<file path="config.mk">
export PLATFORM = sky130hd
export DESIGN_NAME = rf_wb_arbiter
export DESIGN_NICKNAME = d
export VERILOG_FILES = /design/src/rtl/rf_wb_pkg.sv /design/src/rtl/rf_scoreboard.sv /design/src/rtl/rf_wb_arbiter.sv
export SDC_FILE = /design/constraint.sdc
export NUM_CORES = 1
export LEC_CHECK = 0
export CORE_ASPECT_RATIO = 0.75
export CORE_MARGIN = 2
export CORE_UTILIZATION = 42
export DETAILED_ROUTE_END_ITERATION = 6
export GPL_TIMING_DRIVEN = 0
export PLACE_DENSITY = 0.72
export SLEW_MARGIN = 5
export SYNTH_ARGS = -nofsm -noshare
export SYNTH_HDL_FRONTEND = slang
export SYNTH_SLANG_ARGS = --single-unit
</file>
<file path="constraint.sdc">
create_clock -name clk -period 2.05 [get_ports clk]
set_clock_uncertainty 0.05 [all_clocks]
set_input_delay 0.205 -clock clk [delete_from_list [all_inputs] [get_ports clk]]
set_output_delay 0.205 -clock clk [all_outputs]
set_load 0.01 [all_outputs]
</file>
<file path="src/rtl/rf_wb_pkg.sv">
`default_nettype none
// ============================================================================
// rf_wb_pkg : shared widths and grant encoding for the register-file write-back path
// Revision  : 1.0
// ============================================================================
package rf_wb_pkg;

  localparam int XLEN   = 32;
  localparam int REG_AW = 5;
  localparam int NREG   = 32;

  typedef enum logic {
    GNT_A = 1'b0,
    GNT_B = 1'b1
  } grant_e;

  function automatic grant_e other_grant(input grant_e g);
    return (g == GNT_A) ? GNT_B : GNT_A;
  endfunction

endpackage
`default_nettype wire

</file>
<file path="src/rtl/rf_scoreboard.sv">
`default_nettype none
// ============================================================================
// rf_scoreboard : pending-result tracker for long-latency writes (RF_WB_SB_CHECK_EN adds sb_err)
// Revision      : 1.0
// ============================================================================
module rf_scoreboard
  import rf_wb_pkg::*;
#(
  parameter int AW = REG_AW
) (
  input  logic          clk,
  input  logic          rst_n,
  input  logic          i_flush,
  input  logic          i_iss_valid,
  input  logic [AW-1:0] i_iss_rd,
  output logic          o_iss_ready,
  input  logic          i_clr_valid,
  input  logic [AW-1:0] i_clr_rd,
  input  logic          i_acc_a,
  input  logic [AW-1:0] i_acc_a_rd,
  input  logic          i_acc_b,
  input  logic [AW-1:0] i_acc_b_rd,
  input  logic [AW-1:0] i_q_rs1,
  input  logic [AW-1:0] i_q_rs2,
  input  logic [AW-1:0] i_q_rd,
  output logic          o_hazard,
  output logic          o_busy,
  output logic          o_err
);

  localparam int NR = 1 << AW;

  logic [NR-1:0] r_pend;
  logic [NR-1:0] w_set_mask;
  logic [NR-1:0] w_clr_mask;
  logic          w_set;

  assign o_iss_ready = (i_iss_rd == '0) | ~r_pend[i_iss_rd];
  assign w_set       = i_iss_valid & o_iss_ready & (i_iss_rd != '0);

  always_comb begin
    w_set_mask = '0;
    w_clr_mask = '0;
    if (w_set)
      w_set_mask = NR'(1) << i_iss_rd;
    if (i_clr_valid)
      w_clr_mask = NR'(1) << i_clr_rd;
  end

  // Set is applied after clear so a same-register collision leaves the bit pending.
  always_ff @(posedge clk or negedge rst_n) begin
    if (!rst_n) begin
      r_pend <= '0;
    end else if (i_flush) begin
      r_pend <= '0;
    end else begin
      r_pend <= ((r_pend & ~w_clr_mask) | w_set_mask) & ~NR'(1);
    end
  end

  assign o_hazard = ((i_q_rs1 != '0) & r_pend[i_q_rs1]) |
                    ((i_q_rs2 != '0) & r_pend[i_q_rs2]) |
                    ((i_q_rd  != '0) & r_pend[i_q_rd]);
  assign o_busy   = |r_pend;

`ifdef RF_WB_SB_CHECK_EN
  logic r_err;
  logic w_viol;

  assign w_viol = (i_acc_b & (i_acc_b_rd != '0) & ~r_pend[i_acc_b_rd]) |
                  (i_acc_a & (i_acc_a_rd != '0) &  r_pend[i_acc_a_rd]);

  always_ff @(posedge clk or negedge rst_n) begin
    if (!rst_n) begin
      r_err <= 1'b0;
    end else if (w_viol) begin
      r_err <= 1'b1;
    end
  end

  assign o_err = r_err;
`else
  logic w_unused_chk;
  assign w_unused_chk = ^{i_acc_a, i_acc_a_rd, i_acc_b, i_acc_b_rd};
  assign o_err        = 1'b0;
`endif

endmodule
`default_nettype wire

</file>
<file path="src/rtl/rf_wb_arbiter.sv">
`default_nettype none
// ============================================================================
// rf_wb_arbiter : round-robin write-back arbiter + scoreboard (RF_WB_SB_CHECK_EN enables sb_err)
// Revision      : 1.0
// ============================================================================
module rf_wb_arbiter #(
  parameter int XLEN   = rf_wb_pkg::XLEN,
  parameter int REG_AW = rf_wb_pkg::REG_AW
) (
  input  logic              clk,
  input  logic              rst_n,
  input  logic              a_valid,
  output logic              a_ready,
  input  logic [REG_AW-1:0] a_rd,
  input  logic [XLEN-1:0]   a_data,
  input  logic              b_valid,
  output logic              b_ready,
  input  logic [REG_AW-1:0] b_rd,
  input  logic [XLEN-1:0]   b_data,
  input  logic              iss_valid,
  input  logic [REG_AW-1:0] iss_rd,
  output logic              iss_ready,
  input  logic              sb_flush,
  input  logic [REG_AW-1:0] q_rs1,
  input  logic [REG_AW-1:0] q_rs2,
  input  logic [REG_AW-1:0] q_rd,
  output logic              hazard,
  output logic              sb_busy,
  output logic              rf_we,
  output logic [REG_AW-1:0] rf_rd_addr,
  output logic [XLEN-1:0]   rf_rd_data,
  output logic              sb_err
);

  import rf_wb_pkg::*;

  grant_e            r_prio;
  logic              r_wb_is_b;
  logic              w_acc;
  logic [REG_AW-1:0] w_wb_rd;
  logic [XLEN-1:0]   w_wb_data;

  assign a_ready   = a_valid & ~(b_valid & (r_prio == GNT_B));
  assign b_ready   = b_valid & ~(a_valid & (r_prio == GNT_A));
  assign w_acc     = a_ready | b_ready;
  assign w_wb_rd   = b_ready ? b_rd   : a_rd;
  assign w_wb_data = b_ready ? b_data : a_data;

  // Priority only rotates on contention, handing the next tie to the loser.
  always_ff @(posedge clk or negedge rst_n) begin
    if (!rst_n) begin
      r_prio <= GNT_B;
    end else if (a_valid && b_valid) begin
      r_prio <= other_grant(r_prio);
    end
  end

  always_ff @(posedge clk or negedge rst_n) begin
    if (!rst_n) begin
      rf_we      <= 1'b0;
      rf_rd_addr <= '0;
      rf_rd_data <= '0;
      r_wb_is_b  <= 1'b0;
    end else if (w_acc) begin
      rf_we      <= (w_wb_rd != '0);
      rf_rd_addr <= w_wb_rd;
      rf_rd_data <= w_wb_data;
      r_wb_is_b  <= b_ready;
    end else begin
      rf_we      <= 1'b0;
    end
  end

  // Pending bit retires on the edge that commits the B write, not at handshake.
  rf_scoreboard #(
    .AW (REG_AW)
  ) u_sb (
    .clk         (clk),
    .rst_n       (rst_n),
    .i_flush     (sb_flush),
    .i_iss_valid (iss_valid),
    .i_iss_rd    (iss_rd),
    .o_iss_ready (iss_ready),
    .i_clr_valid (rf_we & r_wb_is_b),
    .i_clr_rd    (rf_rd_addr),
    .i_acc_a     (a_ready),
    .i_acc_a_rd  (a_rd),
    .i_acc_b     (b_ready),
    .i_acc_b_rd  (b_rd),
    .i_q_rs1     (q_rs1),
    .i_q_rs2     (q_rs2),
    .i_q_rd      (q_rd),
    .o_hazard    (hazard),
    .o_busy      (sb_busy),
    .o_err       (sb_err)
  );

endmodule
`default_nettype wire

</file>
-- Word-level counts from Yosys, hierarchy flattened
Index checks and enable logic that the tools add are counted.
- register bits after elaboration: 72
- $lt $le $gt $ge: 4
- shifts and indexed selects: 2
- mux-type cells: 15
- bitwise logic cells: 21
- reductions and logical operators: 8
- operator list (cell ; number):
    $mux 32 ; 4
    $shl 1x5->32 const A ; 2
    $and 32x32->32 ; 1
    $not 32->32 ; 1
    $or 32x32->32 ; 1
    $reduce_or 32->1 ; 1
    $reduce_bool 5->1 ; 5
    $lt 5x6->1 const B ; 4
    $bmux 1 s5 ; 4
    $and 1x1->1 ; 10
    $mux 1 ; 6
    $logic_not 5->1 ; 1
    $mux 5 ; 1
    $not 1->1 ; 4
    $or 1x1->1 ; 4
    $logic_and 1x1->1 ; 1

-- Depth between registers and ports, before layout
- depth after elaboration: 9
- gate-level depth with buffers: 7
- mapped depth without buffers: 5

-- By module
A second synthesis with hierarchy kept.
- cells, all modules: 511
- area, all modules: 5149.9 um^2
- by module, submodules not included (module ; times used ; cells each ; area each (um^2) ; sequential area each (um^2)):
    rf_scoreboard ; 1 ; 287 ; 2702.6 ; 775.7
    rf_wb_arbiter ; 1 ; 224 ; 2447.3 ; 1002.2

-- Worst setup path after synthesis
No wires, ideal clock.
- path type: flip-flop to output port
- start: reg u_sb.r_pend[7]
- end: out iss_ready
- arrival: 1574 ps
- setup slack: 221 ps
- cell stages (with the launch flop): 4
- path through: dfrtp_1 -> mux4_2 -> mux4_2 -> a21oi_1
- word-level cells in the longest chain between the ends: 4
- ends and longest elaborated chain (item ; line ; source):
    start: declaration ; rf_scoreboard.sv:33 ; logic [NR-1:0] r_pend;
    start signal: assignment ; rf_scoreboard.sv:57 ; r_pend <= ((r_pend & ~w_clr_mask) | w_set_mask) & ~NR'(1);
    $bmux 1 s5 ; rf_scoreboard.sv:38 ; assign o_iss_ready = (i_iss_rd == '0) | ~r_pend[i_iss_rd];
    $mux 1 (not written as such) ; rf_scoreboard.sv:38 ;
    $not 1->1 ; rf_scoreboard.sv:38 ;
    $or 1x1->1 ; rf_scoreboard.sv:38 ;
    end: declaration ; rf_wb_arbiter.sv:22 ; output logic iss_ready,
Every way passes these cells. The select of a mux whose other input is x is not followed.

-- Final worst setup path
- start: reg u_sb.r_pend[22]
- end: out iss_ready
The elaborated chain is that of the path after synthesis.

==> qor.txt <==
================================================================================
Fraction of registers with async set/reset                                  100%
Number of DRC markers in iteration 0                                         458
Sequential share of the synthesized area                                   36.7%
Sort of element at the start of the critical path                       register
Overall overflow remaining after global route                                  0
Largest net degree at the start of global routing                             69
Slew Viols, Final                                                              0
Data required time of the worst path                                     1.79 ns
IO Count                                                                     144
Clock Pin Slew Worst Setup and Hold Paths                                0.06 ns
Largest stage delay, worst path                                          0.53 ns
Clk buf depth                                                                  2
Syn Std Cell Area                                                      4850 um^2
Y dimension of the die                                                   97.0 um
Number of vias in the routed layout                                        5,187
Total GRT Usage                                                            27.1%
Max-cap violation count                                                        0
Clock tree from TritonCTS                                                   done
Kind of cell with the highest combined delay on the critical path   multiplexers
Crit end category                                                     output pin
Wire length reported by the detailed router                              16.8 mm
Floorplan Core Area                                                  11,100 um^2
Leading register cell type out of synthesis                         sky130_fd_sc_hd__dfrtp_1
Post-placement cell area                                               6380 um^2
Sum of net half-perimeters after detailed placement                      12.2 mm
Data arrival time of the critical path                                   2.06 ns
RePlAce Congestion                                                         0.978
Filler instances                                                             927
Final std cell area, no fill                                           6910 um^2
Worst path setup slack after routing                                   -0.267 ns
Pin slew with the least headroom to its limit                           0.693 ns
Yosys synthesis warning count                                                  0
Number of enable flip-flop cells after synthesis                               0
Number of buffers created by CTS                                               9
Area of combinational cells with multiple inputs                       2750 um^2
Proportion of layout cells with a drive suffix above 1                     14.5%
Drc violations                                                                 0
Slowest library cell on the worst path                              sky130_fd_sc_hd__mux4_2
Nets in the synthesized netlist                                              659
Leak pwr                                                                 2.81 nW
Vias in the first global route                                             5,175
Worst max-slew margin expressed relative to the limit                      53.2%
Final period utilization                                                    113%
Setup Slack @ Placement                                                -0.719 ns
Final setup vio count                                                          3
Antenna viol nets, final                                                       0
Average routed wire per standard cell                                    19.3 um
Violations in the final reports                                     negative setup slack
Post-synthesis instance total                                                559
Status                                                              finished, violations left
Clock Latency Late Sink                                                  0.33 ns
Number of antenna cells inserted                                               0
Final layout net count                                                       827
List of cells traversed by the critical path                        mux4_2, mux4_2, a21oi_2, buf_2
Number of antenna violations at the first check in global routing              0
Vias per Instance                                                           5.96
Row Count                                                                     33
Worst IR drop on VDD                                                    0.465 mV
Fmax achieved                                                            432 MHz
Final Hold Vio Count                                                           0
Number of flip-flops and latches in the synthesized netlist                   71
Cell at the root of the clock tree                                  sky130_fd_sc_hd__clkbuf_16
H-tree depth                                                                   3
Classification of the worst-slack hold path                          in -> async
Worst setup path category                                             reg -> out
Setup repair after global routing missed its margin                          yes
Synthesis-to-layout area growth                                            42.6%
Sequential cell area                                                   1810 um^2
Clock sink count                                                              71
First-pass detailed-route iteration total                                      6
Clock period minus worst slack                                           2.32 ns
Global-route wire length before repair                                   26.7 mm
Die area                                                             12,400 um^2
CP max FO                                                                      6
Cell variety after synth                                                      44
Port Buffers                                                                 133
Synth Area per Inst                                                    8.67 um^2
Effective utilization at floorplan                                         43.6%
Most repeated library cell on the critical path                     sky130_fd_sc_hd__mux4_2
X dimension of the die                                                    128 um
Buf+Inv Stages, Crit Path                                                      1
Power Density                                                        738 nW/um^2
================================================================================
[worst register-to-register path, stage by stage, from the launching register on]
cell	delay (ns)
sky130_fd_sc_hd__dfrtp_2	0.44
sky130_fd_sc_hd__buf_4	0.18
sky130_fd_sc_hd__mux4_2	0.46
sky130_fd_sc_hd__mux2i_1	0.16
sky130_fd_sc_hd__or3_4	0.16
sky130_fd_sc_hd__nand2_1	0.12
sky130_fd_sc_hd__o21ai_0	0.24
[Yosys cell counts (2+ instances only)]
library cell	instances	area share (%)
sky130_fd_sc_hd__a21oi_1	44	4.5
sky130_fd_sc_hd__a22oi_1	3	0.46
sky130_fd_sc_hd__a31oi_1	37	4.8
sky130_fd_sc_hd__and2_1	2	0.26
sky130_fd_sc_hd__and3_1	2	0.26
sky130_fd_sc_hd__and4_1	2	0.36
sky130_fd_sc_hd__buf_1	3	0.23
sky130_fd_sc_hd__buf_2	5	0.52
sky130_fd_sc_hd__buf_6	3	0.70
sky130_fd_sc_hd__clkbuf_1	31	2.4
sky130_fd_sc_hd__dfrtp_1	70	36
sky130_fd_sc_hd__inv_1	43	3.3
sky130_fd_sc_hd__mux2_2	4	0.93
sky130_fd_sc_hd__mux2i_1	27	5.6
sky130_fd_sc_hd__mux4_1	4	2.2
sky130_fd_sc_hd__mux4_2	18	8.4
sky130_fd_sc_hd__nand2_1	42	3.3
sky130_fd_sc_hd__nand2b_1	4	0.52
sky130_fd_sc_hd__nand3_1	9	0.93
sky130_fd_sc_hd__nand3b_1	9	1.4
sky130_fd_sc_hd__nand4_1	5	0.65
sky130_fd_sc_hd__nor2_1	47	3.6
sky130_fd_sc_hd__nor2b_1	23	3.0
sky130_fd_sc_hd__nor3_1	4	0.41
sky130_fd_sc_hd__nor3b_1	5	0.77
sky130_fd_sc_hd__nor4_1	9	1.2
sky130_fd_sc_hd__o21ai_0	43	4.4
sky130_fd_sc_hd__o21ai_1	7	0.72
sky130_fd_sc_hd__o22ai_1	34	4.4
sky130_fd_sc_hd__o32ai_1	2	0.36
sky130_fd_sc_hd__or3_1	3	0.39
sky130_fd_sc_hd__or4_1	3	0.46
[cell usage in the layout (no fill, tap or decap), drive strengths merged, types with 2 or more instances in the layout]
master and instances:
nand2 42, nor4b 2, mux4 22, nand2b 4, dfrtp 70, nor3 4, clkbuf 40, or3 3
mux2 4, nor4 9, a22oi 3, a31oi 37, inv 44, and4 2, clkinv 2, o22ai 34
buf 39, mux2i 27, nand3b 9, nand3 9, nor3b 5, a21oi 44, and3 2, nor2b 23
nor2 47, and2 2, dlygate4sd2 3, o32ai 2, o21ai 50, nand4 5, clkinvlp 2, or4 3
clkdlybuf4s50 126
[state kept, by name, indices dropped and copies added, names as in the netlist]
name         cells
r_prio           1
r_wb_is_b        1
rf_rd_addr       5
rf_rd_data      32
rf_we            1
u_sb.r_pend     31
[through the flow]
stage | hold WS, ns | util, % | TNS, ns | power [W] | cells
after global routing | 0.183 | 62.2 | -0.709 | 0.00535 | 871
after detailed placement | -0.0317 | 57.4 | -1.51 | 0.00348 | 833
after CTS | 0.159 | 61.9 | -0.638 | 0.00510 | 871
final | 0.191 | 62.2 | -0.471 | 0.00510 | 871
after floorplan | -0.141 | - | 0 | 0.00259 | 559
after global placement | 0.490 | 57.2 | -121.33 | 0.00345 | 832
[what timing repair did]
action	in CTS	in global routing
endpoints found under the hold margin	70	0
gates cloned	1	0
setup buffers	22	0
endpoints found under the setup margin	5	7
pin swaps	3	5
hold buffers	1	0
resized for setup	38	13
[layer usage]
layer  vias up  track usage (%)  part of all wire [%]
li1       2393                -                     -
met1      2525             40.4                    45
met2       244             40.9                    44
met3        25             4.92                   8.4
met4         0             6.59                   1.7
met5         -                0                     0
[cell families (layout without fill, tap and decap cells)]
kind of cell | after synthesis | in the layout | share of synthesized area (%)
xor+xnor | 1 | 1 | 0.181
mux | 53 | 53 | 17.0
buf+inv | 86 | 258 | 7.33
other cells | 1 | 1 | 0.0774
flops | 71 | 71 | 36.7
compound gates | 173 | 173 | 20.2
simple gates | 174 | 174 | 18.5
[final timing paths]
path	startpoint	slack (ns)	cells after the start	end
min in group clk	a_valid	0.20	3	r_prio
max	u_sb.r_pend[22]	-0.27	4	iss_ready
min reg2reg	r_wb_is_b	0.51	2	r_wb_is_b
max in group asynchronous	rst_n	1.20	3	r_prio
max reg2reg	u_sb.r_pend[12]	0.15	6	u_sb.r_pend[8]
min	rst_n	0.19	2	rf_rd_data[23]
[final cells by class]
class	count	share of cell area [%]
Inverter	43	2.34
Clock inverter	6	1.03
Clock buffer	9	3.26
Multi-Input combinational cell	402	39.7
Tap cell	140	2.53
Timing Repair Buffer	158	22.1
Buffer	42	2.84
Sequential cell	71	26.1
[power breakdown]
| group | internal (W) | leakage (nW) | switching (W) | total (W) |
|---|---|---|---|---|
| logic | 0.000863 | 1.83 | 0.000906 | 0.00177 |
| clock network | 0.000943 | 0.138 | 0.000611 | 0.00155 |
| registers | 0.00162 | 0.846 | 0.000157 | 0.00178 |
| total | 0.00342 | 2.81 | 0.00167 | 0.00510 |
No activity file was read; power rests on OpenSTA's default activity.
